$ cat src/rtl/nibble_serial_addsub_pkg.sv
// Shared definitions for the nibble-serial adder/subtractor: FSM encoding and digit width.
package nibble_serial_addsub_pkg;

    localparam int NIB_W = 4;

    typedef enum logic [1:0] {
        IDLE = 2'd0,
        RUN  = 2'd1,
        DONE = 2'd2
    } state_t;

endpackage

$ cat src/rtl/nibble_serial_addsub_four_adder.sv
// Four-bit ripple-carry adder; also exposes the carry into bit 3 for signed-overflow detection.
module four_adder
    import nibble_serial_addsub_pkg::*;
(
    input  logic             Cin,
    input  logic [NIB_W-1:0] A,
    input  logic [NIB_W-1:0] B,
    output logic [NIB_W-1:0] S,
    output logic             cout,
    output logic             C3
);

    always_comb begin
        logic cy;
        cy = Cin;
        C3 = 1'b0;
        for (int i = 0; i < NIB_W; i++) begin
            if (i == NIB_W - 1) C3 = cy;
            S[i] = A[i] ^ B[i] ^ cy;
            cy   = (A[i] & B[i]) | (cy & (A[i] ^ B[i]));
        end
        cout = cy;
    end

endmodule

$ cat src/rtl/nibble_serial_addsub.sv
// Serial add/subtract: one 4-bit digit per cycle through a single shared ripple adder,
// with valid/ready handshakes on both sides and back-to-back accept from DONE.
module nibble_serial_addsub
    import nibble_serial_addsub_pkg::*;
#(
    parameter  int NIBBLES = 4,
    localparam int W       = NIB_W * NIBBLES
) (
    input  logic         clk,
    input  logic         rst_n,
    input  logic         in_valid,
    output logic         in_ready,
    input  logic [W-1:0] a,
    input  logic [W-1:0] b,
    input  logic         op,
    output logic         out_valid,
    input  logic         out_ready,
    output logic [W-1:0] sum,
    output logic         cout,
    output logic         ovf,
    output logic         zero
);

    localparam int               IDX_W = (NIBBLES > 1) ? $clog2(NIBBLES) : 1;
    localparam logic [IDX_W-1:0] LAST  = IDX_W'(NIBBLES - 1);

    state_t                         state;
    logic [NIBBLES-1:0][NIB_W-1:0]  a_q;
    logic [NIBBLES-1:0][NIB_W-1:0]  b_q;
    logic [NIBBLES-1:0][NIB_W-1:0]  sum_q;
    logic [NIBBLES-1:0][NIB_W-1:0]  sum_next;
    logic                           op_q;
    logic                           carry;
    logic [IDX_W-1:0]               idx;
    logic [NIB_W-1:0]               nib_s;
    logic                           nib_cout;
    logic                           nib_c3;
    logic                           accept;

    assign in_ready  = (state == IDLE) || ((state == DONE) && out_ready);
    assign accept    = in_valid && in_ready;
    assign out_valid = (state == DONE);
    assign sum       = sum_q;

    // Subtraction is A + ~B + 1: B is inverted here and the +1 comes from the seeded carry.
    four_adder u_adder (
        .Cin  (carry),
        .A    (a_q[idx]),
        .B    (b_q[idx] ^ {NIB_W{op_q}}),
        .S    (nib_s),
        .cout (nib_cout),
        .C3   (nib_c3)
    );

    always_comb begin
        sum_next      = sum_q;
        sum_next[idx] = nib_s;
    end

    always_ff @(posedge clk or negedge rst_n) begin
        if (!rst_n) begin
            state <= IDLE;
            a_q   <= '0;
            b_q   <= '0;
            op_q  <= 1'b0;
            carry <= 1'b0;
            idx   <= '0;
            sum_q <= '0;
            cout  <= 1'b0;
            ovf   <= 1'b0;
            zero  <= 1'b0;
        end else begin
            case (state)
                IDLE, DONE: begin
                    if (accept) begin
                        a_q   <= a;
                        b_q   <= b;
                        op_q  <= op;
                        carry <= op;
                        idx   <= '0;
                        state <= RUN;
                    end else if ((state == DONE) && out_ready) begin
                        state <= IDLE;
                    end
                end
                RUN: begin
                    sum_q[idx] <= nib_s;
                    carry      <= nib_cout;
                    // Flags are captured only on the last digit; the index stops there.
                    if (idx == LAST) begin
                        cout  <= nib_cout;
                        ovf   <= nib_cout ^ nib_c3;
                        zero  <= (sum_next == '0);
                        state <= DONE;
                    end else begin
                        idx <= idx + 1'b1;
                    end
                end
                default: state <= IDLE;
            endcase
        end
    end

endmodule

$ cat config.mk
export PLATFORM = sky130hd
export DESIGN_NAME = nibble_serial_addsub
export DESIGN_NICKNAME = d
export VERILOG_FILES = /design/src/rtl/nibble_serial_addsub_pkg.sv /design/src/rtl/nibble_serial_addsub_four_adder.sv /design/src/rtl/nibble_serial_addsub.sv
export SDC_FILE = /design/constraint.sdc
export NUM_CORES = 1
export LEC_CHECK = 0
export ABC_AREA = 1
export CAP_MARGIN = 15
export CORE_MARGIN = 3
export CORE_UTILIZATION = 50
export DETAILED_ROUTE_END_ITERATION = 10
export DONT_BUFFER_PORTS = 1
export REMOVE_ABC_BUFFERS = 1
export SLEW_MARGIN = 10
export SYNTH_ARGS = -nofsm -noshare
export SYNTH_HDL_FRONTEND = slang
export SYNTH_HIERARCHICAL = 1
export SYNTH_SLANG_ARGS = --single-unit
$ cat constraint.sdc
create_clock -name clk -period 4.31 [get_ports clk]
set_input_delay 0.431 -clock clk [delete_from_list [all_inputs] [get_ports clk]]
set_output_delay 0.431 -clock clk [all_outputs]
set_load 0.01 [all_outputs]
[After elaboration in Yosys (flattened, before gate mapping)]
Cells that the tools add are included.
Operators by class
  mux-type cells: 16
  bitwise gates (word level): 22
  add/subtract/negate cells: 1
  eq/ne operators: 7
  reduce and logical (&&, ||, !) cells: 13
  magnitude comparators: 2
Operators with widths (count)
  binary-select mux 4 bit (select 2 bit): 2
  bitwise mux 16 bit: 1
  logical NOT 16 bit: 1
  2-to-1 mux 4 bit: 3
  2-to-1 mux 2 bit: 5
  XOR 1 bit: 9
  AND 1 bit: 8
  demux 4 bit (select 2 bit): 1
  case mux 2 bit (2 select lines): 2
  AND reduction 2 bit: 4
  inequality test 2 bit, second input constant: 3
  equality test 2 bit, second input constant: 2
  OR 1 bit: 4
  XOR 4 bit: 1
  logical AND 1 bit: 3
  less-than comparator 2 x 3 -> 1 bit, second input constant: 1
  inequality test 3 bit, second input constant: 1
  AND reduction 3 bit: 1
  adder 2 x 1 -> 2 bit, second input constant: 1
  equality test 2 x 1 -> 1 bit, second input constant: 1
  greater-or-equal comparator 2 x 1 -> 1 bit, second input constant: 1
  logical NOT 2 bit: 1
  case mux 1 bit (2 select lines): 1
  nonzero test 2 bit: 1
  other kinds (3): 3
Storage, ports and cells
  word-level logic and storage cells: 80
  flip-flop bits (word level): 57
  output and inout port bits: 21
  bits of input ports: 37

[Logic depth before layout (Yosys ltp)]
Gate-level depths: netlist of run 1.
  depth after elaboration: 13
  mapped depth: 19
  mapped depth without buffers: 18

[By module]
Netlist of run 1, hierarchy kept.
Modules (own cells, without submodules)
  nibble_serial_addsub: cells each 358, area each 2788.9 µm², sequential area each 1426.4 µm², times used 1
  four_adder: cells each 12, area each 110.1 µm², sequential area each 0.0 µm², times used 1

[Least setup slack after synthesis of run 1]
Ideal clock, no wire load.
  kind: reg-to-reg
  start point: register idx[1]
  end point: register zero
  data required time: 4.245 ns
  data arrival time: 3.003 ns
  cell stages (with the launch flop): 19
  slack: 1.242 ns
  library setup time: 0.065 ns
  path buffers: 1
  clock period less this slack: 3.068 ns
  path through: dfrtp_1 > buf_2 > clkinv_1 > nand3_1 > nand2_1 > xor2_1 > fa_1 > inv_1 > fa_1 > fa_1 > inv_1 > fa_1 > nand2_1 > nand2_1 > nor2_1 > nand2_1 > nor2_1 > nand2_1 > nand2_1
Between the ends
  cells in the longest elaborated chain, start to end: 13
  elaborated cells on any way between the ends: 31
  those cells by class: order compare (2); eq/ne (1); mux (7); bitwise (18); reduce/logical (3)
RTL lines
  start, declared: RTL line nibble_serial_addsub.sv:34  | logic [IDX_W-1:0] idx;
  start signal, assigned: RTL line nibble_serial_addsub.sv:96  | idx <= idx + 1'b1;
  binary-select mux 4 bit (select 2 bit): RTL line nibble_serial_addsub.sv:49  | .B (b_q[idx] ^ {NIB_W{op_q}}),
  2-to-1 mux 4 bit (implied by the code): RTL line nibble_serial_addsub.sv:49
  XOR 4 bit: RTL line nibble_serial_addsub.sv:49
  XOR 1 bit: RTL line nibble_serial_addsub_four_adder.sv:20  | cy = (A[i] & B[i]) | (cy & (A[i] ^ B[i]));
  AND 1 bit: RTL line nibble_serial_addsub_four_adder.sv:20
  OR 1 bit: RTL line nibble_serial_addsub_four_adder.sv:20
  AND 1 bit: RTL line nibble_serial_addsub_four_adder.sv:20
  OR 1 bit: RTL line nibble_serial_addsub_four_adder.sv:20
  AND 1 bit: RTL line nibble_serial_addsub_four_adder.sv:20
  OR 1 bit *: RTL line nibble_serial_addsub_four_adder.sv:20
  via nib_c3: RTL line nibble_serial_addsub.sv:37  | logic nib_c3;
  XOR 1 bit *: RTL line nibble_serial_addsub_four_adder.sv:19  | S[i] = A[i] ^ B[i] ^ cy;
  via nib_s[3]: RTL line nibble_serial_addsub.sv:35  | logic [NIB_W-1:0] nib_s;
  bitwise mux 16 bit *: RTL line nibble_serial_addsub.sv:57  | sum_next[idx] = nib_s;
  logical NOT 16 bit *: RTL line nibble_serial_addsub.sv:93  | zero <= (sum_next == '0);
  end signal, assigned: RTL line nibble_serial_addsub.sv:93
  end, declared: RTL line nibble_serial_addsub.sv:21  | output logic zero
Mark *: on every way through the listed nets, which the timed path passes. The rest lies on a longest branch. The select of a mux whose other input is x is not followed.
A chain may end at the register's enable or synchronous reset.

[Final worst setup path of run 1]
Ends and elaborated chain as after synthesis.

==> results of run 1 <==
## critical path, stage by stage (launching register included)
cell and delay [ns]:
dfrtp_1 0.32, buf_4 0.17, clkinv_1 0.29, nand3_1 0.18, nand2_1 0.08, xor2_1 0.19, fa_1 0.19, inv_1 0.05
fa_1 0.38, fa_1 0.38, inv_1 0.11, fa_1 0.47, nand2_1 0.11, nand2_1 0.06, nor2_1 0.10, nand2_1 0.06
nor2_1 0.09, nand2_1 0.06, nand2_1 0.05
## metal layers
metal  track usage, %  up-vias  share of wire [%]
met5                0        -                  0
met4             9.47        0                2.1
met3             5.31       10                5.5
met2             29.5       55                 45
met1             27.9     1037                 47
li1                 -     1154                  -
## power groups by stage
stage	Clock [mW]	Sequential [mW]	Combinational [mW]
2_1_floorplan	0	0.986	1.27
3_3_place_gp	0	1.03	1.65
3_5_place_dp	0	1.03	1.68
4_1_cts	0.508	1.03	1.70
5_1_grt	0.538	1.06	1.95
6_report	0.498	1.02	1.67
## cells by family after synthesis
| group | Yosys count | share of synthesized area, % |
|---|---|---|
| AOI/OAI and AO/OA | 32 | 6.26 |
| xor gates and xnor gates | 5 | 1.51 |
| adders and majority gates | 8 | 4.49 |
| buffers and inverters | 34 | 6.86 |
| DFF | 57 | 49.2 |
| and+or+nand+nor | 234 | 31.7 |
## layout make-up
cell class | instances | area share, %
flip-flops and latches | 57 | 45.6
multi-input cells | 279 | 40.8
clock buffers | 11 | 4.52
well taps | 72 | 2.88
inverters | 21 | 2.76
clock inverters | 5 | 1.76
repair buffers | 4 | 1.68
## cell usage in the layout, fill, tap and decap left out, drive strengths merged
master / netlist / final
nand2: 187 / 187
dfrtp: 57 / 57
nor2: 35 / 35
inv: 20 / 20
o21ai: 16 / 16
nand3: 12 / 12
a31oi: 11 / 11
clkbuf: 0 / 11
xor2: 4 / 4
o22ai: 4 / 4
ha: 4 / 4
fa: 4 / 4
clkinv: 1 / 3
buf: 13 / 3
clkinvlp: 0 / 2
xnor2: 1 / 1
o31ai: 1 / 1
bufinv: 0 / 1
dlygate4sd3: 0 / 1
## per-stage QoR
step | cells | instance area (um2)
floorplan | 357 | 2790
global placement | 431 | 2890
detailed placement | 431 | 2890
CTS | 449 | 3130
global route | 449 | 3130
finish | 449 | 3130
## state kept, by name, indices dropped and copies added, names as in the netlist
signal and cells:
cout 1, a_q 16, op_q 1, sum 16, b_q 16, carry 1
state 2, zero 1, idx 2, ovf 1
## what timing repair did
item	in CTS	in global routing
hold buffers	2	0
endpoints found under the hold margin	57	0
setup endpoints to repair	0	0
## path summary, 6_finish.rpt
| path | from | endpoint | slack, ns | depth (start not counted) |
|---|---|---|---|---|
| min reg2reg | b_q[10] | b_q[10] | 0.48 | 2 |
| min in group asynchronous | rst_n | state[1] | 0.60 | 2 |
| max | idx[1] | zero | 0.91 | 18 |
| max in group asynchronous | rst_n | idx[0] | 3.45 | 2 |
| min | out_ready | state[1] | 0.18 | 1 |
| max reg2reg | idx[1] | zero | 0.91 | 18 |
==> out/qor.yml, run 1 <==
status:
  status: "completed"
drt:
  ant_nets: 0
  drc: 0
  via_per_inst: 5.02
  drtIter0Drc: 86
  wl_um: 6140
  vias: 2256
  dr.pass1.iters: 5
  wire_per_inst_um: 13.7
placed_design:
  gp_congestion: 0.861
  dp_hpwl_um: 4290
  dp_slack_ns: 0.938
  io_buffers: 0
cells_and_area:
  ff_latch_area_um2: 1430
  antenna_cells_inserted: 0
  multi_input_area_um2: 1270
  n_fill_cell: 558
  drive_above_1_share_pct: 6.90
  final_core_util_pct: 56.1
  syn2layout_area_growth_pct: 7.81
  nets: 417
clock_tree:
  cts_sinks: 57
  cts_setup_buffers: 0
  clock_latency_ns: 0.34
  post_cts_resized: 0
  htree_levels: 3
  cts_tree: "done"
  cts.clk_slew.worst_paths_ns: 0.07
  clk_path_buf_depth: 2
  cts_made_buffers: 9
  cts_root_buf: "clkbuf_8"
flow_run:
  maxCapViolCount: 0
power_and_ir_drop:
  p_comb_share_pct: 52.3
  swShare_pct: 48.3
  pwr-share-seq_pct: 32.1
  p_per_area_nw_per_um2: 1020
  ir_drop_mv: 0.506
  p_switching_mw: 1.54
  internal-power_mw: 1.65
  power_mw: 3.19
  cellLeakagePower_nw: 1.63
  clkPwrFrac_pct: 15.6
critical_path:
  criticalPathCategory: "reg2reg"
  start_kind: "flip-flop"
  critPathCaptureType: "flip-flop"
  worstPathArrival_ns: 3.68
  crit_fanout: 11
  cp.required_ns: 4.59
synthesis:
  synth-edff-count: 0
  yosysSeqAreaShare_pct: 49.2
  syn_area_um2: 2900
  async_reset_ff_share_pct: 100
  ys_seq_elements: 57
  ys_types: 25
  synth_common_cells: "nand2_1, dfrtp_1, nor2_1"
  synth_area_leaders: "dfrtp_1, nand2_1, nor2_1, fa_1, o21ai_0"
  synthCells: 370
  yosys_warnings: 6
  yosysMostFrequentCell: "nand2_1"
  synthFlopType: "dfrtp_1"
  synth_top_area_share_pct: 49.2
  avgSynthCellArea_um2: 7.84
  synth_area_leader_cell: "dfrtp_1"
timing:
  fin_crit_sh_pct: 78.9
  rsz0062_at_grt: "no"
  whs_ns: 0.178
  fin_crit_ns: 3.40
  relSlewSlack_pct: 72.9
  timing.fmax_ghz: 0.294
  finalHoldViolCount: 0
  report.final.slew_viol_count: 0
  skew_ns: 0.00992
  setup_total_negative_slack_ns: 0
  worstMarginPinSlew_ns: 0.407
  worst_slack_ns: 0.910
  finalSetupViolCount: 0
floorplan:
  row_count: 27
  die_h_um: 82.1
  dieArea_um2: 6750
  core_area_um2: 5570
  start_util_pct: 52.0
  die_w_um: 82.1
  io_pins: 58
global_route:
  overflow: 0
  antenna_found_initial: 0
  grt_usage_pct: 20.2
  grt_max_degree: 58
  grt_pass1_wl_um: 10200
  grt_pass1_vias: 2115
min_path:
  hold_path_class: "in2reg"
(Power assumes the default switching activity.)
==> run 2, diff against run 1 <==
--- a/config.mk
+++ b/config.mk
@@ -11,6 +11,7 @@
 export CORE_UTILIZATION = 50
 export DETAILED_ROUTE_END_ITERATION = 10
 export DONT_BUFFER_PORTS = 1
+export PLACE_DENSITY = 0.68
 export REMOVE_ABC_BUFFERS = 1
 export SLEW_MARGIN = 10
 export SYNTH_ARGS = -nofsm -noshare
==> constraint.sdc (replaced) <==
create_clock -name clk -period 3 [get_ports clk]
set_input_delay 0.3 -clock clk [delete_from_list [all_inputs] [get_ports clk]]
set_output_delay 0.3 -clock clk [all_outputs]
set_load 0.01 [all_outputs]
==> out/qor.yml, run 2 (synthesis gave the netlist of run 1 again) <==
global_route:
  grt_max_degree: 58
  grt_pass1_vias: 2392
  grt_usage_pct: 21.8
  overflow: 0
  grt_pass1_wl_um: 10900
  antenna_found_initial: 0
cells_and_area:
  nets: 436
  ff_latch_area_um2: 1430
  layout_common_cells: "nand2_1, dfrtp_1, nor2_1"
  antenna_cells_inserted: 0
  multi_input_area_um2: 1330
  final_common_cell: "nand2_1"
  drive_above_1_share_pct: 15.9
  syn2layout_area_growth_pct: 14.1
  n_fill_cell: 512
  final_core_util_pct: 59.3
placed_design:
  gp_congestion: 0.898
  dp_slack_ns: -0.114
  dp_hpwl_um: 4510
  io_buffers: 0
timing:
  whs_ns: 0.0484
  relSlewSlack_pct: 72.2
  fin_crit_ns: 2.98
  report.final.slew_viol_count: 0
  timing.fmax_ghz: 0.335
  worst_slack_ns: 0.0152
  skew_ns: 0.00601
  rsz0062_at_grt: "yes"
  worstMarginPinSlew_ns: 0.415
  fin_crit_sh_pct: 99.5
  finalSetupViolCount: 0
  finalHoldViolCount: 0
drt:
  wire_per_inst_um: 14.0
  ant_nets: 0
  drtIter0Drc: 117
  wl_um: 6570
  drc: 0
  vias: 2389
  via_per_inst: 5.10
  dr.pass1.iters: 4
floorplan:
  core_area_um2: 5570
  dieArea_um2: 6750
  start_util_pct: 52.0
  die_w_um: 82.1
  row_count: 27
  die_h_um: 82.1
  io_pins: 58
critical_path:
  critPathCaptureType: "flip-flop"
  crit_fanout: 7
  worstPathArrival_ns: 3.27
  crit_start: "idx[0]"
  start_kind: "flip-flop"
  crit_path_end: "zero"
  r2r_setup_slack_ns: 0.02
  criticalPathCategory: "reg2reg"
  r2r_start: "idx[0]"
  ff2ff_path_depth: 18
  cp.required_ns: 3.28
  regToRegEndpoint: "zero"
clock_tree:
  cts_root_buf: "clkbuf_8"
  cts_sinks: 57
  clk_path_buf_depth: 2
  cts.clk_slew.worst_paths_ns: 0.07
  clock_latency_ns: 0.34
  cts_made_buffers: 9
  htree_levels: 3
  cts_tree: "done"
status:
  status: "completed"
flow_run:
  maxCapViolCount: 0
min_path:
  min_from: "out_ready"
  hold_path_class: "in2reg"
==> run 2: changes by cell type in the layout (fill, tap and decap cells not counted), moves of 2 or more <==
| cell | delta |
|---|---|
| buf_4 | +17 |
| nand3_2 | +2 |
| nand3_1 | -2 |
| buf_6 | +2 |
| nand2_1 | -6 |
| fa_2 | +4 |
| inv_2 | +2 |
| clkinvlp_4 | -2 |
| fa_1 | -4 |
| nand2_2 | +6 |
| inv_1 | -2 |
==> run 2: area by class of cell <==
| type | count | share of cell area, % |
|---|---|---|
| flip-flops and latches | 57 | 43.2 |
| inverters | 21 | 2.69 |
| clock buffers | 13 | 4.80 |
| multi-input cells | 279 | 40.1 |
| clock inverters | 3 | 0.454 |
| well taps | 72 | 2.72 |
| repair buffers | 23 | 6.13 |
==> run 2: how the worst min path moves through the flow <==
stage | end | cells past startpoint
finish | state[1] | 1
detailed placement | sum[12] | 0
floorplan | a_q[0] | 0
CTS | state[1] | 1
global route | state[1] | 1
global placement | sum[12] | 0
==> run 2: timing repair <==
action / 4_1_cts / 5_1_grt
buffers inserted: 4 / 2
hold endpoints to repair: 57 / 0
gates resized for setup: 5 / 18
cloned: 0 / 0
endpoints found under the setup margin: 1 / 4
hold buffers: 2 / 0
pin swaps: 4 / 4
==> run 2: metal layers <==
metal | share of wire [%] | GRT usage [%] | vias up
li1 | - | - | 1192
met5 | 0 | 0 | -
met4 | 2.7 | 10.3 | 0
met3 | 6.0 | 7.48 | 16
met2 | 48 | 35.1 | 58
met1 | 44 | 26.1 | 1123
==> run 2: stage by stage <==
step                      std cells  cell area, um2  TNS (ns)
after floorplan                 357            2790    -0.288
after global placement          444            2990   -0.0216
after detailed placement        444            2990    -0.114
after CTS                       466            3240         0
after global routing            468            3310    -0.154
final                           468            3310         0
==> run 2: critical path: stages, from the launching register on <==
cell     delay, ns
dfrtp_2       0.46
inv_4         0.11
nand2_2       0.05
nand3_2       0.06
nand2_2       0.06
xor2_2        0.17
fa_2          0.22
inv_2         0.04
fa_2          0.35
fa_2          0.35
inv_2         0.08
fa_2          0.47
nand2_2       0.09
nand2_1       0.06
nor2_1        0.10
nand2_1       0.05
nor2_1        0.09
nand2_1       0.06
nand2_1       0.05
Power of run 2 is not shown: default switching activity piles up to over one toggle a cycle in this logic, so the estimate is an artifact.
==> run 3, diff against run 2 <==
--- a/config.mk
+++ b/config.mk
@@ -13,6 +13,7 @@
 export DONT_BUFFER_PORTS = 1
 export PLACE_DENSITY = 0.68
 export REMOVE_ABC_BUFFERS = 1
+export SETUP_SLACK_MARGIN = 0.2
 export SLEW_MARGIN = 10
 export SYNTH_ARGS = -nofsm -noshare
 export SYNTH_HDL_FRONTEND = slang
==> out/qor.yml, run 3 (synthesis gave the netlist of run 1 again) <==
drt:
  drtIter0Drc: 121
  ant_nets: 0
  wl_um: 6560
  via_per_inst: 5.09
  wire_per_inst_um: 14.0
  vias: 2393
  drc: 0
  dr.pass1.iters: 4
timing:
  finalHoldViolCount: 0
  worst_slack_ns: 0.0169
  fin_crit_ns: 2.98
  worstMarginPinSlew_ns: 0.410
  report.final.slew_viol_count: 0
  finalSetupViolCount: 0
  rsz0062_at_grt: "yes"
  skew_ns: 0.00599
  relSlewSlack_pct: 72.6
  fin_crit_sh_pct: 99.4
  timing.fmax_ghz: 0.335
critical_path:
  ff2ff_path_depth: 18
  crit_fanout: 7
  critPathCaptureType: "flip-flop"
  r2r_start: "idx[0]"
  regToRegEndpoint: "zero"
  r2r_setup_slack_ns: 0.02
  start_kind: "flip-flop"
  worstPathArrival_ns: 3.26
  cp.required_ns: 3.28
  criticalPathCategory: "reg2reg"
flow_run:
  maxCapViolCount: 0
cells_and_area:
  syn2layout_area_growth_pct: 15.3
  nets: 438
  drive_above_1_share_pct: 16.3
  final_common_cell: "nand2_1"
  layout_common_cells: "nand2_1, dfrtp_1, nor2_1"
  antenna_cells_inserted: 0
clock_tree:
  cts_made_buffers: 9
  cts_tree: "done"
  cts_sinks: 57
  clk_path_buf_depth: 2
  cts_root_buf: "clkbuf_8"
  cts.clk_slew.worst_paths_ns: 0.06
  clock_latency_ns: 0.34
  htree_levels: 3
global_route:
  grt_use_met1_pct: 26.5
  met3_usage_pct: 7.16
  grt_max_degree: 58
  grt_util_met2_pct: 35.5
  grt_pass1_wl_um: 11000
  overflow: 0
  antenna_found_initial: 0
  grt-busiest-layer: "met2"
  grt_usage_pct: 21.9
  grt_pass1_vias: 2385
min_path:
  min_from: "out_ready"
  whs_endpoint: "state[1]"
  hold_path_class: "in2reg"
  min_path_cells: 1
status:
  status: "completed"
placed_design:
  io_buffers: 0
  dp_slack_ns: -0.114
  dp_hpwl_um: 4510
  gp_congestion: 0.898
floorplan:
  row_count: 27
  die_h_um: 82.1
  dieArea_um2: 6750
  die_w_um: 82.1
  io_pins: 58
  start_util_pct: 52.0
  core_area_um2: 5570
run 3: cell types whose count changed in the layout (fill, tap and decap cells not counted), sizes merged:
| cell | previous run | this run |
|---|---|---|
| buf | 22 | 24 |
run 3: area by class of cell:
cell class                      instances  area, um2
Tap cell                               72       90.1
Inverter                               21       88.8
Fill cell                             509       2230
Sequential cell                        57       1430
Clock buffer                           13        159
Multi-Input combinational cell        279       1330
Clock inverter                          3       15.0
Timing Repair Buffer                   25        233
run 3: critical path, stage by stage, from the launching register on:
cell	delay, ns
dfrtp_2	0.46
inv_4	0.11
nand2_1	0.07
nand3_2	0.07
nand2_2	0.06
xor2_2	0.14
fa_2	0.21
inv_2	0.04
fa_2	0.34
fa_2	0.35
inv_2	0.08
fa_2	0.45
nand2_2	0.10
nand2_1	0.06
nor2_1	0.10
nand2_1	0.05
nor2_1	0.10
nand2_1	0.06
nand2_1	0.05
run 3: layer usage:
| metal | share of wire (%) | up-vias | routed length [um] |
|---|---|---|---|
| met3 | 6.2 | 14 | 406 |
| met1 | 43 | 1117 | 2810 |
| met4 | 2.6 | 0 | 170 |
| li1 | - | 1198 | - |
| met2 | 48 | 64 | 3170 |
| met5 | 0 | - | 0 |
run 3: what timing repair did:
item / CTS / global route
hold buffers: 2 / 0
setup endpoints to repair: 5 / 6
setup buffers: 5 / 3
pin swaps: 5 / 7
hold endpoints to repair: 57 / 0
gates resized for setup: 8 / 21
run 3: worst max-delay path by stage:
stage / from / endpoint / slack [ns] / depth (start not counted)
4_1_cts: idx[0] / zero / 0.03 / 18
5_1_grt: idx[0] / zero / -0.15 / 18
3_5_place_dp: idx[0] / zero / -0.11 / 18
6_report: idx[0] / zero / 0.02 / 18
3_3_place_gp: idx[0] / zero / -0.02 / 18
2_1_floorplan: idx[0] / zero / -0.22 / 18
run 3: per-stage QoR:
step	cells	hold WS [ns]	TNS, ns	instance area, um2	utilization, %
2_1_floorplan	357	0.00441	-0.288	2790	-
3_3_place_gp	444	0.00669	-0.0216	2990	53.6
3_5_place_dp	444	0.00635	-0.114	2990	53.6
4_1_cts	467	0.0416	0	3260	58.4
5_1_grt	470	0.0323	-0.188	3340	60.0
6_report	470	0.0482	0	3340	60.0
Power of run 3 is left out for the same reason.
